`src/rtl/mmio_responder_if.sv`:
```
// -----------------------------------------------------------------------------
// mmio_responder_if
//   Bundles the CPU memory-port signals and the TX stream port of the MMIO
//   responder so that the responder and its user connect through one port.
//
//   address   32  byte address from the IorD mux        (master -> slave)
//   wr         1  write strobe                           (master -> slave)
//   data_in   32  write data                             (master -> slave)
//   data_out  32  registered read data                   (slave  -> master)
//   sel        1  registered window hit                  (slave  -> master)
//   irq        1  timer compare interrupt                (slave  -> master)
//   tx_data   32  TX FIFO head word                      (slave  -> master)
//   tx_valid   1  TX FIFO not empty                      (slave  -> master)
//   tx_ready   1  consumer accepts head word             (master -> slave)
// -----------------------------------------------------------------------------
interface mmio_responder_if;
    logic [31:0] address;
    logic        wr;
    logic [31:0] data_in;
    logic [31:0] data_out;
    logic        sel;
    logic        irq;
    logic [31:0] tx_data;
    logic        tx_valid;
    logic        tx_ready;

    modport slave (
        input  address, wr, data_in, tx_ready,
        output data_out, sel, irq, tx_data, tx_valid
    );

    modport master (
        output address, wr, data_in, tx_ready,
        input  data_out, sel, irq, tx_data, tx_valid
    );
endinterface

```
`src/rtl/mmio_responder.sv`:
```
// -----------------------------------------------------------------------------
// mmio_responder
//   Bus-side responder living next to the main memory on the CPU memory port.
//   Claims a 256-byte window at BASE_ADDR and provides:
//     - a free-running 32-bit timer (COUNT) with compare register (CMP) and a
//       sticky match flag that can raise irq,
//     - a transmit FIFO filled by writes to TXDATA and drained over a
//       valid/ready stream.
//   Timing mirrors the memory: read data is registered (one cycle latency,
//   returns the value before any same-cycle update) and writes commit at the
//   posedge where wr is high.
//
// Ports
//   clk     system clock, all state on posedge
//   reset   asynchronous, active-high; clears all state
//   bus     mmio_responder_if.slave (address/wr/data_in in, data_out/sel/irq
//           out, tx_data/tx_valid out, tx_ready in)
//
// Register map (byte offset)
//   0x00 COUNT  RW   0x04 CMP    RW   0x08 CTRL   RW {irq_en, run}
//   0x0C STATUS {tx_ovf W1C, fifo_empty, fifo_full, match W1C}
//   0x10 TXDATA W push, reads 0      0x14 LEVEL  RO FIFO occupancy
// -----------------------------------------------------------------------------
module mmio_responder #(
    parameter logic [31:0] BASE_ADDR  = 32'hFFFF_FF00,
    parameter int          FIFO_DEPTH = 4
) (
    input  logic             clk,
    input  logic             reset,
    mmio_responder_if.slave  bus
);
    localparam int PTR_W = $clog2(FIFO_DEPTH);
    localparam int LVL_W = PTR_W + 1;

    localparam logic [5:0] OFF_COUNT  = 6'h00;
    localparam logic [5:0] OFF_CMP    = 6'h01;
    localparam logic [5:0] OFF_CTRL   = 6'h02;
    localparam logic [5:0] OFF_STATUS = 6'h03;
    localparam logic [5:0] OFF_TXDATA = 6'h04;
    localparam logic [5:0] OFF_LEVEL  = 6'h05;

    // ---------------------------------------------------------------- decode
    logic       hit;
    logic [5:0] offset;
    logic       wr_hit;

    assign hit    = (bus.address[31:8] == BASE_ADDR[31:8]);
    assign offset = bus.address[7:2];
    assign wr_hit = hit & bus.wr;

    // Byte-lane bits are deliberately ignored: accesses are word-only.
    logic unused_byte_lane;
    assign unused_byte_lane = &{1'b0, bus.address[1:0]};

    // ---------------------------------------------------------------- state
    logic [31:0]      count_q,    count_d;
    logic [31:0]      cmp_q,      cmp_d;
    logic             run_q,      run_d;
    logic             irq_en_q,   irq_en_d;
    logic             match_q,    match_d;
    logic             ovf_q,      ovf_d;
    logic [PTR_W-1:0] rd_ptr_q,   rd_ptr_d;
    logic [PTR_W-1:0] wr_ptr_q,   wr_ptr_d;
    logic [LVL_W-1:0] level_q,    level_d;
    logic [31:0]      data_out_q, data_out_d;
    logic             sel_q,      sel_d;

    // FIFO storage has no reset: pointers and level clear, so stale entries
    // can never be presented.
    logic [31:0] fifo_mem [FIFO_DEPTH];

    // ---------------------------------------------------------------- FIFO control
    logic fifo_full;
    logic fifo_empty;
    logic push_req;
    logic push;
    logic pop;

    assign fifo_full  = (level_q == LVL_W'(FIFO_DEPTH));
    assign fifo_empty = (level_q == '0);
    assign push_req   = wr_hit & (offset == OFF_TXDATA);
    assign pop        = ~fifo_empty & bus.tx_ready;
    // A push into a full FIFO is still accepted when a pop frees a slot on
    // the same edge.
    assign push       = push_req & (~fifo_full | pop);

    // ---------------------------------------------------------------- next state
    logic match_set;
    logic ovf_set;
    logic status_wr;

    assign match_set = run_q & (count_q == cmp_q);
    assign ovf_set   = push_req & fifo_full & ~pop;
    assign status_wr = wr_hit & (offset == OFF_STATUS);

    always_comb begin
        count_d  = count_q;
        cmp_d    = cmp_q;
        run_d    = run_q;
        irq_en_d = irq_en_q;
        rd_ptr_d = rd_ptr_q;
        wr_ptr_d = wr_ptr_q;
        level_d  = level_q;

        // A software write to COUNT takes precedence over the increment.
        if (wr_hit && offset == OFF_COUNT) begin
            count_d = bus.data_in;
        end else if (run_q) begin
            count_d = count_q + 32'd1;
        end

        if (wr_hit && offset == OFF_CMP) begin
            cmp_d = bus.data_in;
        end

        if (wr_hit && offset == OFF_CTRL) begin
            run_d    = bus.data_in[0];
            irq_en_d = bus.data_in[1];
        end

        // Setting has priority over a simultaneous write-1-to-clear.
        match_d = match_set | (match_q & ~(status_wr & bus.data_in[0]));
        ovf_d   = ovf_set   | (ovf_q   & ~(status_wr & bus.data_in[3]));

        if (push) begin
            wr_ptr_d = wr_ptr_q + PTR_W'(1);
        end
        if (pop) begin
            rd_ptr_d = rd_ptr_q + PTR_W'(1);
        end
        case ({push, pop})
            2'b10:   level_d = level_q + LVL_W'(1);
            2'b01:   level_d = level_q - LVL_W'(1);
            default: level_d = level_q;
        endcase
    end

    // ---------------------------------------------------------------- read mux
    always_comb begin
        data_out_d = 32'd0;
        sel_d      = hit;
        if (hit) begin
            case (offset)
                OFF_COUNT:  data_out_d = count_q;
                OFF_CMP:    data_out_d = cmp_q;
                OFF_CTRL:   data_out_d = {30'd0, irq_en_q, run_q};
                OFF_STATUS: data_out_d = {28'd0, ovf_q, fifo_empty, fifo_full, match_q};
                OFF_LEVEL:  data_out_d = {{(32 - LVL_W){1'b0}}, level_q};
                default:    data_out_d = 32'd0;
            endcase
        end
    end

    // ---------------------------------------------------------------- registers
    always_ff @(posedge clk or posedge reset) begin
        if (reset) begin
            count_q    <= '0;
            cmp_q      <= '0;
            run_q      <= 1'b0;
            irq_en_q   <= 1'b0;
            match_q    <= 1'b0;
            ovf_q      <= 1'b0;
            rd_ptr_q   <= '0;
            wr_ptr_q   <= '0;
            level_q    <= '0;
            data_out_q <= '0;
            sel_q      <= 1'b0;
        end else begin
            count_q    <= count_d;
            cmp_q      <= cmp_d;
            run_q      <= run_d;
            irq_en_q   <= irq_en_d;
            match_q    <= match_d;
            ovf_q      <= ovf_d;
            rd_ptr_q   <= rd_ptr_d;
            wr_ptr_q   <= wr_ptr_d;
            level_q    <= level_d;
            data_out_q <= data_out_d;
            sel_q      <= sel_d;
        end
    end

    always_ff @(posedge clk) begin
        if (push) begin
            fifo_mem[wr_ptr_q] <= bus.data_in;
        end
    end

    // ---------------------------------------------------------------- outputs
    assign bus.data_out = data_out_q;
    assign bus.sel      = sel_q;
    assign bus.irq      = match_q & irq_en_q;
    assign bus.tx_valid = ~fifo_empty;
    // Forced to zero when empty so reset visibly clears tx_data.
    assign bus.tx_data  = fifo_empty ? 32'd0 : fifo_mem[rd_ptr_q];

endmodule

```
`src/flat_wrapper.sv`:
```
// flat-port wrapper written by rule: the top's interface ports become plain ports
module mmio_responder_flat 
#(
    parameter logic [31:0] BASE_ADDR  = 32'hFFFF_FF00,
    parameter int          FIFO_DEPTH = 4
)
  (clk, reset, bus_address, bus_wr, bus_data_in, bus_tx_ready, bus_data_out, bus_sel, bus_irq, bus_tx_data, bus_tx_valid);
  mmio_responder_if bus_i ();
  input  logic clk;
  input  logic reset;
  input wire logic [$bits(bus_i.address)-1:0] bus_address;
  input wire logic [$bits(bus_i.wr)-1:0] bus_wr;
  input wire logic [$bits(bus_i.data_in)-1:0] bus_data_in;
  input wire logic [$bits(bus_i.tx_ready)-1:0] bus_tx_ready;
  output wire logic [$bits(bus_i.data_out)-1:0] bus_data_out;
  output wire logic [$bits(bus_i.sel)-1:0] bus_sel;
  output wire logic [$bits(bus_i.irq)-1:0] bus_irq;
  output wire logic [$bits(bus_i.tx_data)-1:0] bus_tx_data;
  output wire logic [$bits(bus_i.tx_valid)-1:0] bus_tx_valid;
  assign bus_i.address = bus_address;
  assign bus_i.wr = bus_wr;
  assign bus_i.data_in = bus_data_in;
  assign bus_i.tx_ready = bus_tx_ready;
  assign bus_data_out = bus_i.data_out;
  assign bus_sel = bus_i.sel;
  assign bus_irq = bus_i.irq;
  assign bus_tx_data = bus_i.tx_data;
  assign bus_tx_valid = bus_i.tx_valid;
  mmio_responder #(.BASE_ADDR(BASE_ADDR), .FIFO_DEPTH(FIFO_DEPTH)) u_core (.clk(clk), .reset(reset), .bus(bus_i));
endmodule
```
`config.mk`:
```
export PLATFORM = sky130hd
export DESIGN_NAME = mmio_responder_flat
export DESIGN_NICKNAME = d
export VERILOG_FILES = /design/src/rtl/mmio_responder_if.sv /design/src/rtl/mmio_responder.sv /design/src/flat_wrapper.sv
export SDC_FILE = /design/constraint.sdc
export NUM_CORES = 1
export LEC_CHECK = 0
export BUFFER_PORTS_ARGS = -buffer_cell sky130_fd_sc_hd__buf_2
export CAP_MARGIN = 20
export CORE_ASPECT_RATIO = 0.9
export CORE_UTILIZATION = 48
export CTS_CLUSTER_SIZE = 20
export DETAILED_ROUTE_END_ITERATION = 7
export GPL_ROUTABILITY_DRIVEN = 1
export PLACE_DENSITY = 0.68
export SETUP_SLACK_MARGIN = 0.4
export SYNTH_ARGS = -nofsm -noshare
export SYNTH_HDL_FRONTEND = slang
export SYNTH_SLANG_ARGS = --single-unit
```
`constraint.sdc`:
```
create_clock -name clk -period 5.9 [get_ports clk]
set_clock_uncertainty 0.1 [all_clocks]
set_input_delay 0.59 -clock clk [delete_from_list [all_inputs] [get_ports clk]]
set_output_delay 0.59 -clock clk [all_outputs]
set_load 0.02 [all_outputs]
```
Word level (Yosys, flattened, before mapping)

Memory sizes are Yosys's and may differ from the RTL's.
Index checks and enable logic that the tools add are counted.

Mux-type cells: 8
Bitwise operators: 21
$add $sub $neg: 5
Reduce and logical (&&, ||, !) cells: 7
Equal/unequal tests: 10

Operators by type and width:

| operator                | number |
|---|---|
| $pmux W32 S5            | 1 |
| $mux W32                | 4 |
| $add A32 B1 Y32 const B | 1 |
| $eq A32 B32 Y1          | 1 |
| $eq A24 B24 Y1 const B  | 1 |
| $and A1 B1 Y1           | 13 |
| $eq A6 B2 Y1 const B    | 2 |
| $eq A6 B3 Y1 const B    | 2 |
| $eq A6 B1 Y1 const B    | 1 |
| $logic_not A6 Y1        | 1 |
| $pmux W3 S2             | 1 |
| $not A1 Y1              | 5 |
| $add A2 B1 Y2 const B   | 2 |
| $reduce_bool A2 Y1      | 2 |
| $add A3 B1 Y3 const B   | 1 |
| $eq A3 B3 Y1 const B    | 1 |
| $logic_and A1 B1 Y1     | 3 |
| $logic_not A3 Y1        | 1 |
| $or A1 B1 Y1            | 3 |
| $sub A3 B1 Y3 const B   | 1 |
| $eq A2 B1 Y1 const B    | 1 |
| $eq A2 B2 Y1 const B    | 1 |
| $mux W1                 | 2 |

Memories kept: 1
Input bits: 68
RAM bits: 128
Bits in registers: 108
Output and inout bits: 67
Word-level logic and storage cells: 63

Memory list:

| name            | words | bits a word | read ports | clocked after Yosys merged registers in | write ports | line                 | text |
|---|---|---|---|---|---|---|---|
| u_core.fifo_mem | 4     | 32          | 1          | 0                                       | 1           | mmio_responder.sv:70 | `logic [31:0] fifo_mem [FIFO_DEPTH];` |

Longest topological paths before layout

Depth in word-level cells: 7
Gate-level depth with buffers: 10
Depth with buffers taken out: 9

Worst setup path after synthesis

Ideal clock, no wire load.

Kind: input-to-reg
Start: in bus_address[28]
End: mem u_core.fifo_mem[0][0] (enable)
Arrival: 2.914 ns
Buffers on the path: 0
Stages: 5
Slack: 2.465 ns
Data required time: 5.379 ns
Library setup time: 0.421 ns
Cell sequence: nand4_1 nor4_4 and2_2 nand4_2 nor2_1

Cells in the longest elaborated chain, start to end: 6

RTL lines:

| what                          | line                  | text |
|---|---|---|
| start, declared               | flat_wrapper.sv:11    | `input wire logic [$bits(bus_i.address)-1:0] bus_address;` |
| $eq A24 B24 Y1                | mmio_responder.sv:47  | `assign hit = (bus.address[31:8] == BASE_ADDR[31:8]);` |
| named net u_core.hit          | mmio_responder.sv:43  | `logic hit;` |
| $and A1 B1 Y1                 | mmio_responder.sv:49  | `assign wr_hit = hit & bus.wr;` |
| $and A1 B1 Y1                 | mmio_responder.sv:81  | `assign push_req = wr_hit & (offset == OFF_TXDATA);` |
| $and A1 B1 Y1                 | mmio_responder.sv:85  | `assign push = push_req & (~fifo_full \| pop);` |
| $mux W1                       | mmio_responder.sv:184 | `if (push) begin` |
| $mux W1 (implied by the code) | mmio_responder.sv:185 | `fifo_mem[wr_ptr_q] <= bus.data_in;` |
| end, declared                 | mmio_responder.sv:70  |  |

The timed path passes the listed nets, and every way through them passes these cells.

Final worst setup path

Start: reg u_core.rd_ptr_q[0]
End: out bus_tx_data[1]

Cells in the longest elaborated chain, start to end: 2

RTL lines:

| what                   | line                  | text |
|---|---|---|
| start, declared        | mmio_responder.sv:62  | `logic [PTR_W-1:0] rd_ptr_q, rd_ptr_d;` |
| start signal, assigned | mmio_responder.sv:175 | `rd_ptr_q <= rd_ptr_d;` |
| $mem_v2 Z4 W32         | -                     |  |
| $mux W32               | mmio_responder.sv:195 | `assign bus.tx_data = fifo_empty ? 32'd0 : fifo_mem[rd_ptr_q];` |
| end, declared          | flat_wrapper.sv:18    | `output wire logic [$bits(bus_i.tx_data)-1:0] bus_tx_data;` |

No other way between the ends.

==> results_dict.tcl <==
set metrics [dict create \
    setup-violations-final 0 \
    dp_hpwl_um 14500 \
    n_fill_cell 1729 \
    grt_pass1_wl_um 35100 \
    async_reset_ff_share_pct 45.8 \
    vias 6238 \
    antenna_found_initial 0 \
    outcome "finished, violations left" \
    grtUsageTotal_pct 20.9 \
    yosys.area.top_type_share_pct 37.0 \
    yosys.area.top_type "edfxtp_1" \
    numClockSinks 236 \
    ys_seq_area_share_pct 63.1 \
    clkTransAtPathRegs_ps 60 \
    drt_first_pass_iters 5 \
    period_share_pct 57.0 \
    drc 0 \
    max_freq_ghz 0.298 \
    crit_fanout 18 \
    synth_enable_flop_cells 128 \
    synth_common_cells "edfxtp_1 (128), dfrtp_1 (108), nor2_1 (78)" \
    ios 135 \
    hold_ws_ps -3.22 \
    criticalPathCategory "reg2out" \
    die-area_sq_um 22200 \
    cts_tree "yes" \
    post-cts-setup-buffers 0 \
    synthCells 716 \
    rows 50 \
    io_buffers 132 \
    drv.max_cap_violation_count 0 \
    syn_to_final_growth_pct 17.6 \
    final-hold-violation-count 1 \
    cts_max_level 1 \
    netlist_area_sq_um 10400 \
    max_slew_margin_pct 34.0 \
    r2r-end "u_core.fifo_mem[3][13]" \
    cts_buffer_depth 3 \
    antenna_cells 0 \
    rsz0062_at_grt "no" \
    grt_max_degree 72 \
    wl_um 22600 \
    cts-buffers-inserted 25 \
    fp.coreArea_sq_um 21000 \
    syn_nets 790 \
    start_util_pct 49.4 \
    fp.dieH_um 142 \
    grt-ovfl-total 0 \
    ir_drop_uv 245 \
    fin_setup_tns_ps 0 \
    wl_per_cell_um 19.6 \
    worstRegToRegCells 5 \
    violations "negative hold slack" \
    synth_area_leaders "edfxtp_1 (37%), dfrtp_1 (26%), mux4_2 (6.9%)" \
    fin_crit_ps 3360 \
    yosysMostFrequentCell "edfxtp_1" \
    drtIter0Drc 427 \
    slew_violations 0 \
    via_per_inst 5.42 \
    hp-class "in2async" \
    ys.flop_type "edfxtp_1" \
    critPathArrivalTime_ps 2670 \
    finalWorstSetupSlack_ps 2540 \
    ys_warn_count 0 \
    dpl_worst_slack_ps 2290 \
    avgSynthCellArea_sq_um 14.5 \
    ys_seq_elements 236 \
    worst_slew_pin_slew_ps 989 \
    r2r_setup_slack_ps 3100 \
    cts_resized 0 \
    drive_gt1_share_pct 31.3 \
    leakagePower_nw 4.83 \
    cts-root-buf "clkbuf_16" \
    startpoint_type "flop" \
    pwr_density_cell_nw_per_um2 285 \
    endpoint_kind "output port" \
    hold_buffers 0 \
    crit_required_ps 5210 \
    ant_nets 0 \
    place_congestion 0.790 \
    reg2reg_from "u_core.level_q[0]" \
    grt_pass1_vias 6208 \
    final_nets 921 \
    fp.dieW_um 157 \
    worstSkewPairLatency_ps 530 \
    synth_cell_types 45 \
]
-- registers in the layout, summed over array words and instances (netlist names) --
| register | count |
|---|---|
| u_core.count_q | 32 |
| u_core.level_q | 3 |
| u_core.bus.data_out | 32 |
| u_core.wr_ptr_q | 2 |
| u_core.fifo_mem | 128 |
| u_core.ovf_q | 1 |
| u_core.match_q | 1 |
| u_core.rd_ptr_q | 2 |
| u_core.bus.sel | 1 |
| u_core.run_q | 1 |
| u_core.cmp_q | 32 |
| u_core.irq_en_q | 1 |
-- how the worst max path moves through the flow --
stage                                  start                      to  cells after the start  slack (ps)
after global routing      u_core.rd_ptr_q[0]          bus_tx_data[1]                      4        2360
final                     u_core.rd_ptr_q[0]          bus_tx_data[1]                      4        2540
after floorplan                        reset  u_core.bus.data_out[0]                      1        2360
after global placement        bus_address[5]   u_core.fifo_mem[0][6]                      5        2330
after detailed placement      bus_address[5]   u_core.fifo_mem[0][9]                      5        2290
after CTS                 u_core.rd_ptr_q[0]         bus_tx_data[29]                      4        2450
-- kinds of logic after synthesis --
group / after synthesis / share of synthesized area (%)
AO/OA/AOI/OAI: 75 / 4.56
multiplexers: 73 / 12.4
buffers and inverters: 51 / 2.25
adder cells (fa/ha/maj): 6 / 0.795
XOR/XNOR: 69 / 5.82
flip-flops: 236 / 63.1
AND/OR/NAND/NOR: 206 / 11.1
-- cells in the final DEF (no fill, tap or decap), types with 3 or more instances in the layout --
master and n:
buf_2 132, edfxtp_1 128, dfrtp_1 107, nor2_1 74
xor2_1 38, and2_1 36, a21oi_1 33, mux4_2 32
xnor2_1 31, mux2_4 30, a22oi_1 28, clkbuf_16 25
nand4_1 22, nand3_1 15, nand2_1 14, buf_4 12
and3_1 8, inv_1 8, mux2_2 7, and4_1 6
nor4_1 5, o21ai_0 5, ha_1 5, bufinv_16 5
nor4_4 4, mux2i_1 4, nor2_2 4, clkinv_2 4
nor3_1 3, clkbuf_8 3, clkbuf_1 3
-- area by class of cell --
| class | instances | area [sq um] | area share [%] |
|---|---|---|---|
| inverter | 9 | 36.3 | 0.297 |
| tap | 286 | 358 | 2.93 |
| timing repair buffer | 146 | 777 | 6.36 |
| sequential | 236 | 6550 | 53.6 |
| multi-input combinational | 429 | 3610 | 29.6 |
| clock inverter | 14 | 201 | 1.65 |
| clock buffer | 31 | 678 | 5.55 |
-- per-stage QoR --
step / std cells / hold WS, ps / area, sq um / power (mW) / util [%]
after floorplan: 716 / 370 / 10400 / 1.80 / -
after global placement: 1104 / 399 / 11300 / 1.84 / 53.8
after detailed placement: 1104 / 415 / 11300 / 1.84 / 53.8
after CTS: 1149 / 8.09 / 12200 / 3.51 / 58.0
after global routing: 1151 / 35.5 / 12200 / 3.58 / 58.1
final: 1151 / -3.22 / 12200 / 3.48 / 58.1
-- where the power goes --
group	switching [mW]	internal (mW)
Clock	0.638	1.03
Sequential	0.0000816	1.74
Combinational	0.0480	0.0213
Total	0.686	2.79
-- critical path, cell delays in order, from the launching register on --
cell and delay [ps]:
dfrtp_2 770, buf_4 470, mux4_2 580, and2_1 170, buf_2 150
-- metal layers --
layer / part of all wire [%] / up-vias / wire, um / GRT usage (%)
li1: - / 2906 / - / -
met5: 0 / - / 0 / 0
met2: 46 / 157 / 10300 / 32.2
met4: 2.6 / 0 / 578 / 6.03
met1: 48 / 3135 / 10800 / 30.9
met3: 4.1 / 40 / 930 / 3.30
No activity file was read; power rests on OpenSTA's default activity.
